File: src/rtl/branch_pkg.sv
// Shared definitions for the branch resolution unit: func3 branch
// encodings, the controller FSM state type and the sequential PC step.
package branch_pkg;

    localparam logic [2:0] F3_BEQ  = 3'b000;
    localparam logic [2:0] F3_BNE  = 3'b001;
    localparam logic [2:0] F3_BLT  = 3'b100;
    localparam logic [2:0] F3_BGE  = 3'b101;
    localparam logic [2:0] F3_BLTU = 3'b110;
    localparam logic [2:0] F3_BGEU = 3'b111;

    localparam int unsigned PC_INC = 4;

    typedef enum logic [1:0] {
        ST_IDLE    = 2'd0,
        ST_RESOLVE = 2'd1,
        ST_FLUSH   = 2'd2
    } state_e;

endpackage

File: src/rtl/branch_cmp.sv
// Branch condition evaluator (purely combinational).
// Ports: func3/src1/src2 in; taken (condition true), illegal (func3 not a branch) out.
module branch_cmp
    import branch_pkg::*;
#(
    parameter int XLEN = 32
) (
    input  logic [2:0]      func3,
    input  logic [XLEN-1:0] src1,
    input  logic [XLEN-1:0] src2,
    output logic            taken,
    output logic            illegal
);

    logic eq;
    logic lt;
    logic ltu;

    assign eq  = (src1 == src2);
    assign lt  = ($signed(src1) < $signed(src2));
    assign ltu = (src1 < src2);

    always_comb begin
        taken   = 1'b0;
        illegal = 1'b0;
        unique case (1'b1)
            (func3 == F3_BEQ):  taken = eq;
            (func3 == F3_BNE):  taken = ~eq;
            (func3 == F3_BLT):  taken = lt;
            (func3 == F3_BGE):  taken = ~lt;
            (func3 == F3_BLTU): taken = ltu;
            (func3 == F3_BGEU): taken = ~ltu;
            default:            illegal = 1'b1;
        endcase
    end

endmodule

File: src/rtl/branch_ctrl.sv
// Branch resolution controller: captures an EX branch, resolves it one
// cycle later, redirects fetch on mispredict and flushes IF/ID.
// Ports: clk, rst_n (sync, active-low); br_valid/br_ready handshake with
// func3, src1, src2, pc, imm, br_pred_taken; res_valid/res_taken/illegal
// result pulse; redirect_valid/redirect_pc; flush.
// Optional macro BRANCH_PREDICT_EN adds a 16-entry 2-bit BHT with
// fetch_pc in / fetch_pred_taken out.
module branch_ctrl
    import branch_pkg::*;
#(
    parameter int XLEN         = 32,
    parameter int FLUSH_CYCLES = 2
) (
    input  logic            clk,
    input  logic            rst_n,
    input  logic            br_valid,
    output logic            br_ready,
    input  logic [2:0]      func3,
    input  logic [XLEN-1:0] src1,
    input  logic [XLEN-1:0] src2,
    input  logic [XLEN-1:0] pc,
    input  logic [XLEN-1:0] imm,
    input  logic            br_pred_taken,
`ifdef BRANCH_PREDICT_EN
    input  logic [XLEN-1:0] fetch_pc,
    output logic            fetch_pred_taken,
`endif
    output logic            res_valid,
    output logic            res_taken,
    output logic            illegal,
    output logic            redirect_valid,
    output logic [XLEN-1:0] redirect_pc,
    output logic            flush
);

    localparam logic [2:0] FLUSH_LEN = 3'(FLUSH_CYCLES);

    state_e          state_q, state_d;
    logic [2:0]      cnt_q, cnt_d;
    logic [2:0]      f3_q;
    logic [XLEN-1:0] src1_q, src2_q, pc_q, imm_q;
    logic            pred_q;

    logic            accept;
    logic            cmp_taken;
    logic            cmp_illegal;
    logic            mispredict;
    logic [XLEN-1:0] target;

    assign accept = br_valid & br_ready;

    always_ff @(posedge clk) begin
        if (!rst_n) begin
            state_q <= ST_IDLE;
            cnt_q   <= '0;
            f3_q    <= '0;
            src1_q  <= '0;
            src2_q  <= '0;
            pc_q    <= '0;
            imm_q   <= '0;
            pred_q  <= 1'b0;
        end else begin
            state_q <= state_d;
            cnt_q   <= cnt_d;
            if (accept) begin
                f3_q   <= func3;
                src1_q <= src1;
                src2_q <= src2;
                pc_q   <= pc;
                imm_q  <= imm;
                pred_q <= br_pred_taken;
            end
        end
    end

    branch_cmp #(
        .XLEN (XLEN)
    ) u_cmp (
        .func3   (f3_q),
        .src1    (src1_q),
        .src2    (src2_q),
        .taken   (cmp_taken),
        .illegal (cmp_illegal)
    );

    // cmp_taken is already 0 for illegal encodings, so an illegal
    // branch mispredicts exactly when it was predicted taken.
    assign mispredict = cmp_taken ^ pred_q;
    assign target     = cmp_taken ? (pc_q + imm_q)
                                  : (pc_q + XLEN'(PC_INC));

    always_comb begin
        state_d        = state_q;
        cnt_d          = cnt_q;
        br_ready       = 1'b0;
        res_valid      = 1'b0;
        res_taken      = 1'b0;
        illegal        = 1'b0;
        redirect_valid = 1'b0;
        redirect_pc    = '0;
        flush          = 1'b0;
        unique case (state_q)
            ST_IDLE: begin
                br_ready = 1'b1;
                if (br_valid) begin
                    state_d = ST_RESOLVE;
                end
            end
            ST_RESOLVE: begin
                res_valid = 1'b1;
                res_taken = cmp_taken;
                illegal   = cmp_illegal;
                if (mispredict) begin
                    redirect_valid = 1'b1;
                    redirect_pc    = target;
                    flush          = 1'b1;
                    cnt_d          = FLUSH_LEN;
                    state_d        = ST_FLUSH;
                end else begin
                    state_d = ST_IDLE;
                end
            end
            ST_FLUSH: begin
                flush = 1'b1;
                cnt_d = cnt_q - 3'd1;
                if (cnt_q <= 3'd1) begin
                    state_d = ST_IDLE;
                end
            end
            default: begin
                state_d = ST_IDLE;
            end
        endcase
    end

`ifdef BRANCH_PREDICT_EN
    logic [1:0] bht_q [16];
    logic [3:0] upd_idx;
    logic       unused_fetch;

    assign upd_idx      = pc_q[5:2];
    assign unused_fetch = ^{fetch_pc[XLEN-1:6], fetch_pc[1:0]};

    always_ff @(posedge clk) begin
        if (!rst_n) begin
            for (int i = 0; i < 16; i++) begin
                bht_q[i] <= 2'b01;
            end
        end else if (state_q == ST_RESOLVE && !cmp_illegal) begin
            if (cmp_taken) begin
                if (bht_q[upd_idx] != 2'b11) begin
                    bht_q[upd_idx] <= bht_q[upd_idx] + 2'b01;
                end
            end else begin
                if (bht_q[upd_idx] != 2'b00) begin
                    bht_q[upd_idx] <= bht_q[upd_idx] - 2'b01;
                end
            end
        end
    end

    assign fetch_pred_taken = bht_q[fetch_pc[5:2]][1];
`endif

endmodule
File: config.mk
export PLATFORM = sky130hd
export DESIGN_NAME = branch_ctrl
export DESIGN_NICKNAME = d
export VERILOG_FILES = /design/src/rtl/branch_pkg.sv /design/src/rtl/branch_cmp.sv /design/src/rtl/branch_ctrl.sv
export SDC_FILE = /design/constraint.sdc
export NUM_CORES = 1
export LEC_CHECK = 0
export CAP_MARGIN = 0
export CORE_MARGIN = 4
export CORE_UTILIZATION = 52
export CTS_CLUSTER_SIZE = 8
export DETAILED_ROUTE_END_ITERATION = 10
export GPL_ROUTABILITY_DRIVEN = 0
export PLACE_DENSITY = 0.81
export SYNTH_ARGS = -nofsm -noshare
export SYNTH_HDL_FRONTEND = slang
export SYNTH_SLANG_ARGS = --single-unit
File: constraint.sdc
create_clock -name clk -period 4.7 [get_ports clk]
set_clock_uncertainty 0.1 [all_clocks]
set_input_delay 0.94 -clock clk [delete_from_list [all_inputs] [get_ports clk]]
set_output_delay 0.94 -clock clk [all_outputs]
set_load 0.01 [all_outputs]
* Yosys cells after proc, flatten, opt, wreduce, memory -nomap -nowiden *
Cells that the tools add are included.

storage, ports and cells
  register bits after elaboration = 137
  input port bits = 135
  output and inout port bits = 38
  logic and storage cells = 54

operators by class
  add/subtract/negate cells = 3
  order comparisons = 3
  equality and inequality tests = 11
  muxes and demuxes = 18
  bitwise operators = 5
  reduce and logical (&&, ||, !) cells = 6

operators by type and width
  kind                                                  count
  2-to-1 mux 32 bit                                     3
  less-than comparator 32 bit                           2
  adder 32 x 3 -> 32 bit (second input constant)        1
  adder 32 bit                                          1
  == test 32 bit                                        1
  == test 3 bit (second input constant)                 4
  2-to-1 mux 1 bit                                      7
  2-to-1 mux 2 bit                                      3
  != test 2 bit (second input constant)                 3
  one-hot mux 1 bit (6 select lines)                    1
  one-hot mux 2 bit (3 select lines)                    1
  one-hot mux 3 bit (2 select lines)                    1
  OR reduction 6 bit                                    1
  AND reduction 2 bit                                   2
  == test 3 x 1 -> 1 bit (second input constant)        1
  <= comparator 3 x 1 -> 1 bit (second input constant)  1
  zero test 3 bit                                       1
  2-to-1 mux 3 bit                                      1
  inverter 1 bit                                        3
  subtractor 3 x 1 -> 3 bit (second input constant)     1
  == test 2 x 1 -> 1 bit (second input constant)        1
  == test 2 bit (second input constant)                 1
  zero test 2 bit                                       1
  one-hot mux 1 bit (2 select lines)                    1
  other kinds (3)                                       3

* Logic depth before layout (Yosys ltp) *
  word-level depth = 6
  depth in mapped cells = 12
  gate-level depth less buffers = 12

* Modules after synthesis *
Synthesis repeated with hierarchy kept, for this count alone.

second synthesis, totals
  cell total of the unflattened synthesis = 1139
  area, all modules = 8673.3 um2

modules (own cells, without submodules)
  module       instances  cells each  area each (um2)  sequential area each (um2)
  branch_ctrl  1          1017        7790.0           2742.6
  branch_cmp   1          122         883.3            0.0

* Worst setup path after synthesis *
Ideal clock, no wire load.

  path type = register to output
  from = register src2_q[23]
  to = output port redirect_pc[30]
  data arrival time = 2924 ps
  required time = 3660 ps
  path slack = 736 ps
  stages on the path, launching flop included = 11
  buffers on the path = 0
  path through = dfxtp_1 -> inv_1 -> ha_1 -> nand4_1 -> or4_4 -> or3_4 -> o21a_1 -> o211ai_2 -> nand2_1 -> or4_1 -> o32ai_1

between the ends
  longest elaborated chain between the ends = 6
  elaborated cells on any way between the ends = 11
  classes of those cells = order compare: 2; eq/ne: 1; mux: 4; bitwise: 4

ends and longest elaborated chain
  what                                                       RTL line                                              text
  from (decl)                                                branch_ctrl.sv:41                                     logic [XLEN-1:0] src1_q, src2_q, pc_q, imm_q;
  from (signal assigned)                                     branch_ctrl.sv:68                                     src2_q <= src2;
  less-than comparator 32 bit, or another cell as far along  branch_cmp.sv:21                                      assign ltu = (src1 < src2);
  inverter 1 bit (on tied branches)                          branch_cmp.sv:32, branch_cmp.sv:28, branch_cmp.sv:30
  one-hot mux 1 bit (6 select lines) *                       branch_cmp.sv:26                                      unique case (1'b1)
  2-to-1 mux 32 bit or bitwise XOR 1 bit (tied branches)     branch_ctrl.sv:89, branch_ctrl.sv:88
  2-to-1 mux 32 bit *                                        branch_ctrl.sv:113                                    if (mispredict) begin
  2-to-1 mux 32 bit *                                        branch_ctrl.sv:102                                    unique case (state_q)
  to (decl)                                                  branch_ctrl.sv:32                                     output logic [XLEN-1:0] redirect_pc,

Mark *: on every way between the ends. The rest lies on a longest branch, timed or not.

* Worst setup path in the final report *
Same ends and word-level chain as after synthesis.

==> run_summary.xml <==
<?xml version="1.0" encoding="UTF-8"?>
<metrics>
  <group name="floorplanning">
    <metric name="die_width" unit="µm">135</metric>
    <metric name="io_pins" unit="">173</metric>
    <metric name="design.die.area" unit="µm²">18100</metric>
    <metric name="die_height" unit="µm">135</metric>
    <metric name="effective_utilization_at_floorplan" unit="">0.540</metric>
    <metric name="rows" unit="">45</metric>
    <metric name="core-area" unit="µm²">15400</metric>
  </group>
  <group name="synth">
    <metric name="synth_top_area_share" unit="">0.329</metric>
    <metric name="syn_nets" unit="">1329</metric>
    <metric name="synth.most_common_cell" unit="">sky130_fd_sc_hd__nand2_1</metric>
    <metric name="ys_dominant_reg_cell" unit="">sky130_fd_sc_hd__dfxtp_1</metric>
    <metric name="distinct_cell_type_count_after_synthesis" unit="">64</metric>
    <metric name="synth.cell_area" unit="µm²">8330</metric>
    <metric name="post_synth.cell_area_avg" unit="µm²">7.40</metric>
    <metric name="ys_top_cells_by_count" unit="">sky130_fd_sc_hd__nand2_1, sky130_fd_sc_hd__a21oi_1, sky130_fd_sc_hd__dfxtp_1, sky130_fd_sc_hd__ha_1, sky130_fd_sc_hd__inv_1</metric>
    <metric name="synth-edff-count" unit="">0</metric>
    <metric name="yosysTopAreaCell" unit="">sky130_fd_sc_hd__dfxtp_1</metric>
    <metric name="synth_sequential_area_ratio" unit="">0.329</metric>
    <metric name="synthesized_netlist_cell_count" unit="">1125</metric>
    <metric name="async_reset_ff_frac" unit="">0</metric>
    <metric name="yosys_warnings" unit="">0</metric>
    <metric name="synth-seq-cells" unit="">137</metric>
    <metric name="largest_cells_by_area_after_synthesis" unit="">sky130_fd_sc_hd__dfxtp_1, sky130_fd_sc_hd__nand2_1, sky130_fd_sc_hd__a21oi_1</metric>
  </group>
  <group name="routing">
    <metric name="detailroute.via_count" unit="">8424</metric>
    <metric name="drt-wirelength-per-cell" unit="µm">15.5</metric>
    <metric name="drt_wl_total" unit="mm">23.8</metric>
    <metric name="post_drt_via_cell_ratio" unit="">5.51</metric>
    <metric name="drtAntennaViolNets" unit="">0</metric>
    <metric name="drtPass1Iterations" unit="">9</metric>
    <metric name="dr.first_iter.drc_count" unit="">579</metric>
    <metric name="drc_violation_count_after_routing" unit="">0</metric>
  </group>
  <group name="critical_path">
    <metric name="critPathCaptureType" unit="">output pin</metric>
    <metric name="cp.arrival" unit="ns">3.59</metric>
    <metric name="worst_setup_path_start_kind" unit="">flop</metric>
    <metric name="worst_ep_required_time" unit="ns">3.66</metric>
    <metric name="crit_fanout" unit="">6</metric>
    <metric name="criticalPathCategory" unit="">flop to output pin</metric>
  </group>
  <group name="clocking">
    <metric name="cts_hold_buffers" unit="">0</metric>
    <metric name="tritoncts" unit="">done</metric>
    <metric name="cts_root_buffer" unit="">sky130_fd_sc_hd__clkbuf_16</metric>
    <metric name="clock_insertion_delay_worst_skew" unit="ns">0.43</metric>
    <metric name="cts_inserted_buffers" unit="">17</metric>
    <metric name="worst_setup_hold_path_clk_slew" unit="ns">0.06</metric>
    <metric name="clock_tree.htree_level_count" unit="">4</metric>
    <metric name="clock_sinks" unit="">137</metric>
    <metric name="clock_path_buffers" unit="">2</metric>
  </group>
  <group name="pwr">
    <metric name="static-leakage-power" unit="nW">4.65</metric>
    <metric name="ir_drop_worst_case_vdd" unit="mV">0.275</metric>
    <metric name="power.total" unit="mW">3.51</metric>
    <metric name="power_density" unit="nW/µm²">312</metric>
  </group>
  <group name="layout">
    <metric name="post_route_core_utilization" unit="">0.728</metric>
    <metric name="fraction_of_layout_cells_with_a_size_suffix_above_1" unit="">0.121</metric>
    <metric name="antenna_cells_inserted" unit="">0</metric>
    <metric name="area_growth" unit="%">34.8</metric>
    <metric name="n_fill_cell" unit="">1268</metric>
    <metric name="layout.cells.non_filler" unit="">1529</metric>
    <metric name="finish.net_count" unit="">1509</metric>
  </group>
  <group name="global_route">
    <metric name="groute.usage.overall" unit="">0.251</metric>
    <metric name="grt_first_pass_wirelength" unit="mm">37.4</metric>
    <metric name="antenna_found_initial" unit="">1</metric>
    <metric name="overflow_after_grt" unit="">0</metric>
    <metric name="vias_in_the_first_global_route" unit="">7970</metric>
    <metric name="grt_max_degree" unit="">133</metric>
  </group>
  <group name="sta">
    <metric name="grt_setup_unrepaired" unit="">true</metric>
    <metric name="max_clock_freq" unit="MHz">216</metric>
    <metric name="setup_violations" unit="">0</metric>
    <metric name="hold_violations" unit="">0</metric>
    <metric name="period_minus_slack" unit="ns">4.63</metric>
    <metric name="finalHoldWorstSlack" unit="ns">0.352</metric>
    <metric name="tightestPinTransition" unit="ns">0.679</metric>
    <metric name="tcrit_tclk_final" unit="">0.986</metric>
    <metric name="timing.max_slew.rel_slack" unit="">0.548</metric>
    <metric name="finalMaxSlewViolations" unit="">0</metric>
    <metric name="setup_ws_final" unit="ns">0.0663</metric>
  </group>
  <group name="worst_hold_path">
    <metric name="min_path_type" unit="">flop to flop</metric>
  </group>
  <group name="place">
    <metric name="detailed_place_hpwl" unit="mm">16.3</metric>
    <metric name="count_of_buffers_inserted_at_the_top_level_ports" unit="">172</metric>
    <metric name="dp.cells" unit="">1479</metric>
    <metric name="detailedPlace.worstSlack" unit="ns">0.0762</metric>
  </group>
  <group name="run">
    <metric name="cap_violations" unit="">0</metric>
  </group>
  <group name="run_status">
    <metric name="run_status" unit="">finished clean</metric>
  </group>
</metrics>
==> path summary, 6_finish.rpt <==
check | start | to | slack, ns | depth (start not counted)
setup reg to reg | src2_q[23] | cnt_q[1] | 1.37 | 13
hold / removal | src2_q[15] | src2_q[15] | 0.35 | 2
hold reg to reg | src2_q[15] | src2_q[15] | 0.35 | 2
setup / recovery | src2_q[23] | redirect_pc[30] | 0.07 | 12
==> report_power, final <==
group / switching (mW) / total, mW / internal (mW)
Clock: 0.564 / 1.37 / 0.803
Combinational: 0.440 / 0.831 / 0.391
Sequential: 0.0660 / 1.31 / 1.24
Total: 1.07 / 3.51 / 2.44
==> sequential cells by signal, summed over array words and instances, names as in the netlist <==
signal and cells:
state_q 2, src1_q 32, cnt_q 3, pc_q 32
pred_q 1, f3_q 3, imm_q 32, src2_q 32
==> final cells by class <==
cell class	instances	area, µm²	area share
Clock buffer	17	425	0.0379
Tap cell	211	264	0.0235
Multi-Input combinational cell	879	5380	0.479
Clock inverter	15	180	0.0161
Inverter	54	208	0.0185
Sequential cell	137	2750	0.245
Timing Repair Buffer	216	2020	0.180
==> placed cells by master, fill, tap and decap left out, types with 8 or more instances in the layout <==
cell,synthesis,layout
sky130_fd_sc_hd__xnor2_1,30,30
sky130_fd_sc_hd__clkdlybuf4s50_1,0,137
sky130_fd_sc_hd__nand2b_1,10,10
sky130_fd_sc_hd__a211oi_1,19,9
sky130_fd_sc_hd__inv_1,52,50
sky130_fd_sc_hd__o21ai_0,21,21
sky130_fd_sc_hd__nand4_1,22,22
sky130_fd_sc_hd__nor3_1,9,9
sky130_fd_sc_hd__a21oi_1,181,180
sky130_fd_sc_hd__and3_1,11,11
sky130_fd_sc_hd__nor2b_1,9,9
sky130_fd_sc_hd__nand3_1,19,19
sky130_fd_sc_hd__nand2_1,291,289
sky130_fd_sc_hd__clkbuf_16,0,19
sky130_fd_sc_hd__buf_4,0,34
sky130_fd_sc_hd__nor2_1,50,49
sky130_fd_sc_hd__dfxtp_2,0,8
sky130_fd_sc_hd__clkbuf_2,0,23
sky130_fd_sc_hd__a21o_1,22,22
sky130_fd_sc_hd__ha_1,68,62
sky130_fd_sc_hd__dfxtp_1,137,129
sky130_fd_sc_hd__xor2_1,19,19
sky130_fd_sc_hd__a211oi_2,0,10
==> stage by stage <==
stage               TNS (ns)  cell area, µm²
floorplan                  0            8330
global placement           0           10400
detailed placement         0           10400
CTS                        0           11100
global route          -0.202           11200
finish                     0           11200
==> repair_timing <==
action | in CTS | in global routing
resized for setup | 58 | 85
gates cloned | 2 | 3
pin swaps | 7 | 16
setup buffers | 6 | 7
endpoints found under the setup margin | 34 | 31
==> kinds of logic (layout without fill, tap and decap cells) <==
group,Yosys count,count (layout),synth area share
compound gates,301,301,0.217
xor+xnor,49,49,0.0515
fa+ha+maj,69,69,0.105
buf+inv,111,302,0.0509
flops,137,137,0.329
mux,3,3,0.00376
simple gates,455,457,0.243
==> worst max-delay path, cell delays in order, from the launching register on <==
cell and delay, ns:
sky130_fd_sc_hd__dfxtp_2 0.33, sky130_fd_sc_hd__inv_2 0.04, sky130_fd_sc_hd__ha_4 0.26, sky130_fd_sc_hd__nand4_1 0.14, sky130_fd_sc_hd__or4_4 0.58, sky130_fd_sc_hd__or3_4 0.44
sky130_fd_sc_hd__o21a_1 0.15, sky130_fd_sc_hd__o211ai_4 0.32, sky130_fd_sc_hd__nand2_2 0.09, sky130_fd_sc_hd__or4_4 0.42, sky130_fd_sc_hd__o32ai_2 0.11, sky130_fd_sc_hd__buf_4 0.17
sky130_fd_sc_hd__buf_6 0.10
==> routing by layer <==
metal | track usage | vias to the layer above | part of all wire
li1 | - | 4240 | -
met1 | 0.298 | 3869 | 0.41
met2 | 0.444 | 270 | 0.50
met3 | 0.0633 | 43 | 0.073
met4 | 0.0831 | 2 | 0.022
met5 | 0 | - | 0.00063
No activity file was read; power rests on OpenSTA's default activity.
